### src/rtl/matrix_key_entry_if.sv
// Keypad/entry signal bundle for matrix_key_entry.
//   key_col   : keypad columns, active-low, asynchronous (driven by the keypad)
//   key_row   : row strobes, one-hot active-low
//   key_pulse : one-cycle strobe per accepted press
//   key_code  : code of the last accepted key
//   edit_val  : value currently being typed
//   digit_cnt : digits in edit_val (0..5)
//   num_out   : last committed value
//   num_valid : one-cycle strobe when num_out updates
// master = the scanner/entry block, slave = keypad plus value consumer.
interface matrix_key_entry_if;
  logic [3:0]  key_col;
  logic [3:0]  key_row;
  logic        key_pulse;
  logic [3:0]  key_code;
  logic [15:0] edit_val;
  logic [2:0]  digit_cnt;
  logic [15:0] num_out;
  logic        num_valid;

  modport master (
    input  key_col,
    output key_row, key_pulse, key_code, edit_val, digit_cnt, num_out, num_valid
  );

  modport slave (
    output key_col,
    input  key_row, key_pulse, key_code, edit_val, digit_cnt, num_out, num_valid
  );
endinterface

### src/rtl/matrix_key_entry.sv
// 4x4 matrix keypad scanner with debounce and decimal entry.
// Rows are strobed active-low for SCAN_DIV clocks each; a full four-row frame
// yields one key code (or none / ghosted). A two-state debouncer needs
// DEB_FRAMES identical frames to accept a press or a release. Digits build a
// 16-bit value (max 5 digits, no wrap), A=ENTER, B=BACKSPACE, C=CLEAR.
// Ports:
//   sys_clk : system clock
//   sys_rst : synchronous active-high reset
//   kif     : matrix_key_entry_if.master (key_col in, all results out)
// Optional: define KEY_LIMIT_EN to clamp the committed value to MAX_VAL.
module matrix_key_entry #(
  parameter int unsigned SCAN_DIV   = 50_000,
  parameter int unsigned DEB_FRAMES = 4
`ifdef KEY_LIMIT_EN
  ,
  parameter logic [15:0] MAX_VAL    = 16'd65535
`endif
) (
  input  logic               sys_clk,
  input  logic               sys_rst,
  matrix_key_entry_if.master kif
);

  localparam int unsigned   CW         = (SCAN_DIV > 1) ? $clog2(SCAN_DIV) : 1;
  localparam int unsigned   DW         = $clog2(DEB_FRAMES + 1);
  localparam logic [CW-1:0] SCAN_LAST  = CW'(SCAN_DIV - 1);
  localparam logic [DW-1:0] DEB_TARGET = DW'(DEB_FRAMES);

  typedef enum logic {
    S_RELEASED,
    S_PRESSED
  } deb_state_e;

  // Column synchroniser and scan
  logic [3:0]    col_meta_q, col_sync_q;
  logic [CW-1:0] scan_cnt_q;
  logic [3:0]    row_q;
  logic [1:0]    row_idx_q;
  // Frame accumulation: saturating key count (0,1,2+) and first key code
  logic [1:0]    acc_hits_q;
  logic [3:0]    acc_code_q;
  // Debounce
  deb_state_e    state_q;
  logic [DW-1:0] deb_cnt_q;
  logic          prev_hit_q;
  logic [3:0]    prev_code_q;
  // Outputs / entry
  logic          key_pulse_q;
  logic [3:0]    key_code_q;
  logic [15:0]   edit_val_q;
  logic [2:0]    digit_cnt_q;
  logic [15:0]   num_out_q;
  logic          num_valid_q;

  // Combinational helpers
  logic          scan_tick, frame_end, frame_hit, same_frame;
  logic [1:0]    row_hits, row_col, base_hits, hits_d;
  logic [2:0]    hit_sum;
  logic [3:0]    code_d;
  logic [DW-1:0] deb_inc, press_cnt;
  logic [16:0]   digit_prod;
  logic          digit_ok;
  logic [15:0]   commit_val;

  assign scan_tick = (scan_cnt_q == SCAN_LAST);
  assign frame_end = scan_tick && (row_idx_q == 2'd3);

  always_comb begin
    row_hits = '0;
    row_col  = '0;
    // Walk columns high to low so row_col ends on the lowest low column.
    for (int unsigned i = 0; i < 4; i++) begin
      if (!col_sync_q[3 - i]) begin
        row_col = 2'(3 - i);
        if (row_hits != 2'd2) row_hits = row_hits + 2'd1;
      end
    end
    base_hits = (row_idx_q == 2'd0) ? 2'd0 : acc_hits_q;
    hit_sum   = {1'b0, base_hits} + {1'b0, row_hits};
    hits_d    = (hit_sum >= 3'd2) ? 2'd2 : hit_sum[1:0];
    code_d    = (base_hits == 2'd0 && row_hits != 2'd0) ? {row_idx_q, row_col} : acc_code_q;
  end

  assign frame_hit  = (hits_d == 2'd1);
  assign same_frame = prev_hit_q && (prev_code_q == code_d);
  assign deb_inc    = deb_cnt_q + 1'b1;
  assign press_cnt  = same_frame ? deb_inc : DW'(1);

  // With fewer than five digits edit_val <= 9999, so 17 bits cannot overflow.
  assign digit_prod = 17'(edit_val_q) * 17'd10 + 17'(key_code_q);
  assign digit_ok   = (digit_cnt_q < 3'd5) && (digit_prod <= 17'd65535);

`ifdef KEY_LIMIT_EN
  assign commit_val = (edit_val_q > MAX_VAL) ? MAX_VAL : edit_val_q;
`else
  assign commit_val = edit_val_q;
`endif

  always_ff @(posedge sys_clk) begin
    if (sys_rst) begin
      col_meta_q  <= '1;
      col_sync_q  <= '1;
      scan_cnt_q  <= '0;
      row_q       <= 4'b1110;
      row_idx_q   <= '0;
      acc_hits_q  <= '0;
      acc_code_q  <= '0;
      state_q     <= S_RELEASED;
      deb_cnt_q   <= '0;
      prev_hit_q  <= 1'b0;
      prev_code_q <= '0;
      key_pulse_q <= 1'b0;
      key_code_q  <= '0;
      edit_val_q  <= '0;
      digit_cnt_q <= '0;
      num_out_q   <= '0;
      num_valid_q <= 1'b0;
    end else begin
      col_meta_q  <= kif.key_col;
      col_sync_q  <= col_meta_q;
      key_pulse_q <= 1'b0;
      num_valid_q <= 1'b0;

      if (scan_tick) begin
        scan_cnt_q <= '0;
        row_q      <= {row_q[2:0], row_q[3]};
        row_idx_q  <= row_idx_q + 2'd1;
        acc_hits_q <= hits_d;
        acc_code_q <= code_d;
      end else begin
        scan_cnt_q <= scan_cnt_q + 1'b1;
      end

      if (frame_end) begin
        prev_hit_q  <= frame_hit;
        prev_code_q <= code_d;
        case (state_q)
          S_RELEASED: begin
            if (!frame_hit) begin
              deb_cnt_q <= '0;
            end else if (press_cnt >= DEB_TARGET) begin
              state_q     <= S_PRESSED;
              deb_cnt_q   <= '0;
              key_code_q  <= code_d;
              key_pulse_q <= 1'b1;
            end else begin
              deb_cnt_q <= press_cnt;
            end
          end
          S_PRESSED: begin
            if (frame_hit) begin
              deb_cnt_q <= '0;
            end else if (deb_inc >= DEB_TARGET) begin
              state_q   <= S_RELEASED;
              deb_cnt_q <= '0;
            end else begin
              deb_cnt_q <= deb_inc;
            end
          end
          default: begin
            state_q   <= S_RELEASED;
            deb_cnt_q <= '0;
          end
        endcase
      end

      if (key_pulse_q) begin
        case (key_code_q)
          4'hA: begin
            if (digit_cnt_q != 3'd0) begin
              num_out_q   <= commit_val;
              num_valid_q <= 1'b1;
              edit_val_q  <= '0;
              digit_cnt_q <= '0;
            end
          end
          4'hB: begin
            edit_val_q <= edit_val_q / 16'd10;
            if (digit_cnt_q != 3'd0) digit_cnt_q <= digit_cnt_q - 3'd1;
          end
          4'hC: begin
            edit_val_q  <= '0;
            digit_cnt_q <= '0;
          end
          4'hD, 4'hE, 4'hF: ;
          default: begin
            if (digit_ok) begin
              edit_val_q  <= digit_prod[15:0];
              digit_cnt_q <= digit_cnt_q + 3'd1;
            end
          end
        endcase
      end
    end
  end

  assign kif.key_row   = row_q;
  assign kif.key_pulse = key_pulse_q;
  assign kif.key_code  = key_code_q;
  assign kif.edit_val  = edit_val_q;
  assign kif.digit_cnt = digit_cnt_q;
  assign kif.num_out   = num_out_q;
  assign kif.num_valid = num_valid_q;

endmodule
### src/flat_wrapper.sv
// flat-port wrapper written by rule: the top's interface ports become plain ports
module matrix_key_entry_flat 
#(
  parameter int unsigned SCAN_DIV   = 50_000,
  parameter int unsigned DEB_FRAMES = 4

)
  (sys_clk, sys_rst, kif_key_col, kif_key_row, kif_key_pulse, kif_key_code, kif_edit_val, kif_digit_cnt, kif_num_out, kif_num_valid);
  matrix_key_entry_if kif_i ();
  input  logic sys_clk;
  input  logic sys_rst;
  input wire logic [$bits(kif_i.key_col)-1:0] kif_key_col;
  output wire logic [$bits(kif_i.key_row)-1:0] kif_key_row;
  output wire logic [$bits(kif_i.key_pulse)-1:0] kif_key_pulse;
  output wire logic [$bits(kif_i.key_code)-1:0] kif_key_code;
  output wire logic [$bits(kif_i.edit_val)-1:0] kif_edit_val;
  output wire logic [$bits(kif_i.digit_cnt)-1:0] kif_digit_cnt;
  output wire logic [$bits(kif_i.num_out)-1:0] kif_num_out;
  output wire logic [$bits(kif_i.num_valid)-1:0] kif_num_valid;
  assign kif_i.key_col = kif_key_col;
  assign kif_key_row = kif_i.key_row;
  assign kif_key_pulse = kif_i.key_pulse;
  assign kif_key_code = kif_i.key_code;
  assign kif_edit_val = kif_i.edit_val;
  assign kif_digit_cnt = kif_i.digit_cnt;
  assign kif_num_out = kif_i.num_out;
  assign kif_num_valid = kif_i.num_valid;
  matrix_key_entry #(.SCAN_DIV(SCAN_DIV), .DEB_FRAMES(DEB_FRAMES)) u_core (.sys_clk(sys_clk), .sys_rst(sys_rst), .kif(kif_i));
endmodule
### config.mk
export PLATFORM = sky130hd
export DESIGN_NAME = matrix_key_entry_flat
export DESIGN_NICKNAME = d
export VERILOG_FILES = /design/src/rtl/matrix_key_entry_if.sv /design/src/rtl/matrix_key_entry.sv /design/src/flat_wrapper.sv
export SDC_FILE = /design/constraint.sdc
export NUM_CORES = 1
export LEC_CHECK = 0
export ABC_AREA = 0
export CAP_MARGIN = 20
export CORE_UTILIZATION = 25
export DETAILED_ROUTE_END_ITERATION = 10
export GPL_TIMING_DRIVEN = 0
export SYNTH_ARGS = -nofsm -noshare
export SYNTH_HDL_FRONTEND = slang
export SYNTH_SLANG_ARGS = --single-unit
export TNS_END_PERCENT = 30
### constraint.sdc
create_clock -name sys_clk -period 9 [get_ports sys_clk]
set_input_delay 1.8 -clock sys_clk [delete_from_list [all_inputs] [get_ports sys_clk]]
set_output_delay 1.8 -clock sys_clk [all_outputs]
set_load 0.005 [all_outputs]
==> flow_metrics.tcl <==
set metrics [dict create \
    grt_max_degree 20 \
    rsz0062_at_grt "false" \
    holdBufCountCts 0 \
    die_y_um 161.4 \
    via_per_inst 5.042 \
    setup_viol 0 \
    ys.flop_type "dfxtp_1" \
    arrival_ns 5.16 \
    p_comb_frac 0.038 \
    cts_root_buffer "clkbuf_16" \
    die_w_um 161.4 \
    switching_share 0.2583 \
    finalNonFillerCells 1193 \
    seq_power_share 0.481 \
    gp_congestion 0.8570 \
    syn-cell-area_um2 6355 \
    n_fill_cell 2639 \
    async_flop_share 0 \
    vias 6015 \
    grt_pass1_vias 5586 \
    cts_made_buffers 9 \
    cts_sinks 86 \
    synthCells 804 \
    worst_slew_pin_slew_ns 0.6811 \
    worstPathMaxFanout 10 \
    syn_avg_cell_area_um2 7.904 \
    start_kind "flip-flop" \
    clkPwrFrac 0.482 \
    hpwl_um 12850 \
    clock.fmax_ghz 0.2022 \
    crit_path_end_kind "flip-flop" \
    cts_resized 0 \
    area_growth_pct 18.96 \
    placementRows 57 \
    leakage_nw 2.810 \
    yosysSeqAreaShare 0.2709 \
    synth_cell_types 91 \
    final_nets 912 \
    yosysTopAreaCell "dfxtp_1" \
    wirelength_um 17080 \
    path_clk_slew_ns 0.08 \
    register_area_um2 1722 \
    post_drt_wl_per_cell_um 14.32 \
    synth_edf_count 0 \
    drv_cap 0 \
    initial_core_util 0.2583 \
    yosys_warnings 0 \
    port_buffers 49 \
    synth_top_area_frac 0.2709 \
    ir_drop_mv 0.07379 \
    drc 0 \
    drive_above_1_share 0.08861 \
    io_pins 51 \
    overflow 0 \
    clockBufferDepth 2 \
    grt_pass1_wl_um 27930 \
    outcome "finished clean" \
    finalCriticalPeriod_ns 4.946 \
    fin_crit_sh 0.5496 \
    required_ns 9.22 \
    critPathKind "flip-flop to flip-flop" \
    intPower_mw 0.5951 \
    report.final.hold_viol_count 0 \
    slew_viol_final 0 \
    drt_iter0_markers 391 \
    insertedDiodeCount 0 \
    design.core.area_um2 24600 \
    cts_tree "built" \
    grt_usage 0.1314 \
    postCtsSetupRepairBufs 0 \
    skew_ns 0.01565 \
    hold_path_class "flip-flop to flip-flop" \
    synth_nets 852 \
    drt_pass1_iterations 4 \
    ant_nets 0 \
    placedCellCount 1177 \
    synthTopCellsByArea "dfxtp_1 27%, ha_1 7.5%, nor2_1 5.7%" \
    dieArea_um2 26060 \
    ys_seq_elements 86 \
    htreeDepth 3 \
    p_per_area_nw_per_um2 106.1 \
    slew_headroom 0.5429 \
    p_switching_mw 0.2072 \
    tns_ns 0 \
    clock_latency_ns 0.36 \
    antenna_found_initial 0 \
    multi_input_area_um2 4309 \
]
==> cells in the mapped netlist (6+ instances only) <==
cell / instances
nor2_1: 96
dfxtp_1: 86
nand2_1: 77
a21oi_1: 65
ha_1: 38
inv_1: 34
clkbuf_1: 29
nor3_1: 28
o21ai_0: 27
nand3_1: 26
xnor2_1: 24
xor2_1: 21
a211oi_1: 13
mux2i_1: 13
or2_2: 13
a21o_1: 9
a31oi_1: 9
buf_2: 9
nor3b_1: 9
o211ai_1: 9
or3_1: 9
and3_1: 8
nand4_1: 8
nor2b_1: 8
nand2b_1: 7
o221a_2: 7
a311oi_1: 6
nor4_1: 6
==> metal layers <==
layer  share of wire  track usage  vias up  routed length [um]
met1            0.46       0.1638     2830                7880
met2            0.48       0.2298      144                8187
li1                -            -     3023                   -
met4           0.013      0.03816        0                 223
met5               0            0        -                   0
met3           0.046      0.02286       18                 791
==> stage by stage <==
| step | instance area (um^2) | hold slack (ns) | setup WS, ns | power, mW | util |
|---|---|---|---|---|---|
| detailed placement | 7251 | 0.3932 | 4.163 | 0.4249 | 0.2947 |
| CTS | 7560 | 0.4125 | 4.139 | 0.8153 | 0.3072 |
| global route | 7560 | 0.4236 | 3.801 | 0.8316 | 0.3072 |
| floorplan | 6355 | 0.3895 | 4.907 | 0.4147 | - |
| global placement | 7251 | 0.3919 | 4.167 | 0.4245 | 0.2947 |
| finish | 7560 | 0.4110 | 4.054 | 0.8023 | 0.3072 |
==> worst paths after layout <==
check	from	to	slack (ns)	depth (start not counted)
worst min-delay path	u_core.col_meta_q[1]	u_core.col_sync_q[1]	0.41	1
worst max-delay path	u_core.kif.edit_val[11]	u_core.kif.edit_val[1]	4.05	17
worst min register to register	u_core.col_meta_q[1]	u_core.col_sync_q[1]	0.41	1
worst max register to register	u_core.kif.edit_val[11]	u_core.kif.edit_val[1]	4.05	17
==> flip-flops by register name, summed over array words and instances (netlist names), 3 cells and up <==
signal                count
u_core.kif.edit_val      16
u_core.kif.num_out       16
u_core.scan_cnt_q        16
u_core.acc_code_q         4
u_core.col_meta_q         4
u_core.col_sync_q         4
u_core.kif.key_code       4
u_core.kif.key_row        4
u_core.prev_code_q        4
u_core.deb_cnt_q          3
u_core.kif.digit_cnt      3
==> power groups by stage <==
stage | clock (mW) | sequential [mW] | combinational, mW
after CTS | 0.399 | 0.386 | 0.0305
after floorplan | 0 | 0.394 | 0.0206
after global routing | 0.412 | 0.386 | 0.0340
final | 0.386 | 0.386 | 0.0303
after detailed placement | 0 | 0.395 | 0.0304
after global placement | 0 | 0.394 | 0.0301
==> layout make-up <==
class,count,area share
Tap cell,324,0.05362
Timing Repair Buffer,49,0.06488
Sequential cell,86,0.2277
Clock buffer,9,0.02979
Buffer,44,0.02549
Inverter,35,0.01738
Multi-Input combinational cell,639,0.5700
Clock inverter,7,0.01109
==> cell families after synthesis <==
logic type               synth area share
AND/OR/NAND/NOR                    0.2569
AO/OA/AOI/OAI                      0.2390
flip-flops                         0.2709
buffers and inverters             0.05099
XOR/XNOR                          0.06202
adder cells (fa/ha/maj)           0.09077
multiplexers                      0.02934
==> worst max-delay path, cell delays in order, from the launching register on <==
cell       delay (ns)
dfxtp_1          0.43
buf_2            0.25
buf_1            0.48
nand4b_1         0.24
o2111ai_1        0.24
and2_4           0.21
buf_6            0.12
mux2_2           0.34
a22oi_1          0.38
o21ai_2          0.21
o31ai_2          0.36
mux2i_4          0.12
a22o_1           0.32
o311ai_4         0.40
nor2_4           0.09
maj3_2           0.31
o211ai_1         0.19
a311oi_2         0.12
==> layout by cell type, fill, tap and decap left out, drive strengths merged, types with 7 or more instances in the layout <==
| cell type | netlist | final |
|---|---|---|
| clkdlybuf4s50 | 0 | 49 |
| a211oi | 13 | 13 |
| nor4 | 9 | 9 |
| dfxtp | 86 | 86 |
| o211ai | 9 | 9 |
| a21o | 9 | 9 |
| a31oi | 9 | 9 |
| xnor2 | 24 | 24 |
| o21ai | 30 | 30 |
| nor3b | 9 | 9 |
| nor2b | 8 | 8 |
| nor3 | 29 | 29 |
| nand2b | 7 | 7 |
| inv | 34 | 39 |
| xor2 | 21 | 21 |
| or3 | 9 | 9 |
| mux2i | 14 | 14 |
| clkbuf | 30 | 39 |
| ha | 38 | 38 |
| a21oi | 65 | 65 |
| nand2 | 78 | 78 |
| nand3 | 26 | 26 |
| nor2 | 97 | 97 |
| and3 | 8 | 8 |
| o221a | 7 | 7 |
| or2 | 15 | 15 |
| nand4 | 8 | 8 |
| buf | 14 | 14 |
| a311oi | 7 | 7 |
Note: power is estimated with default switching activity, not from simulation.
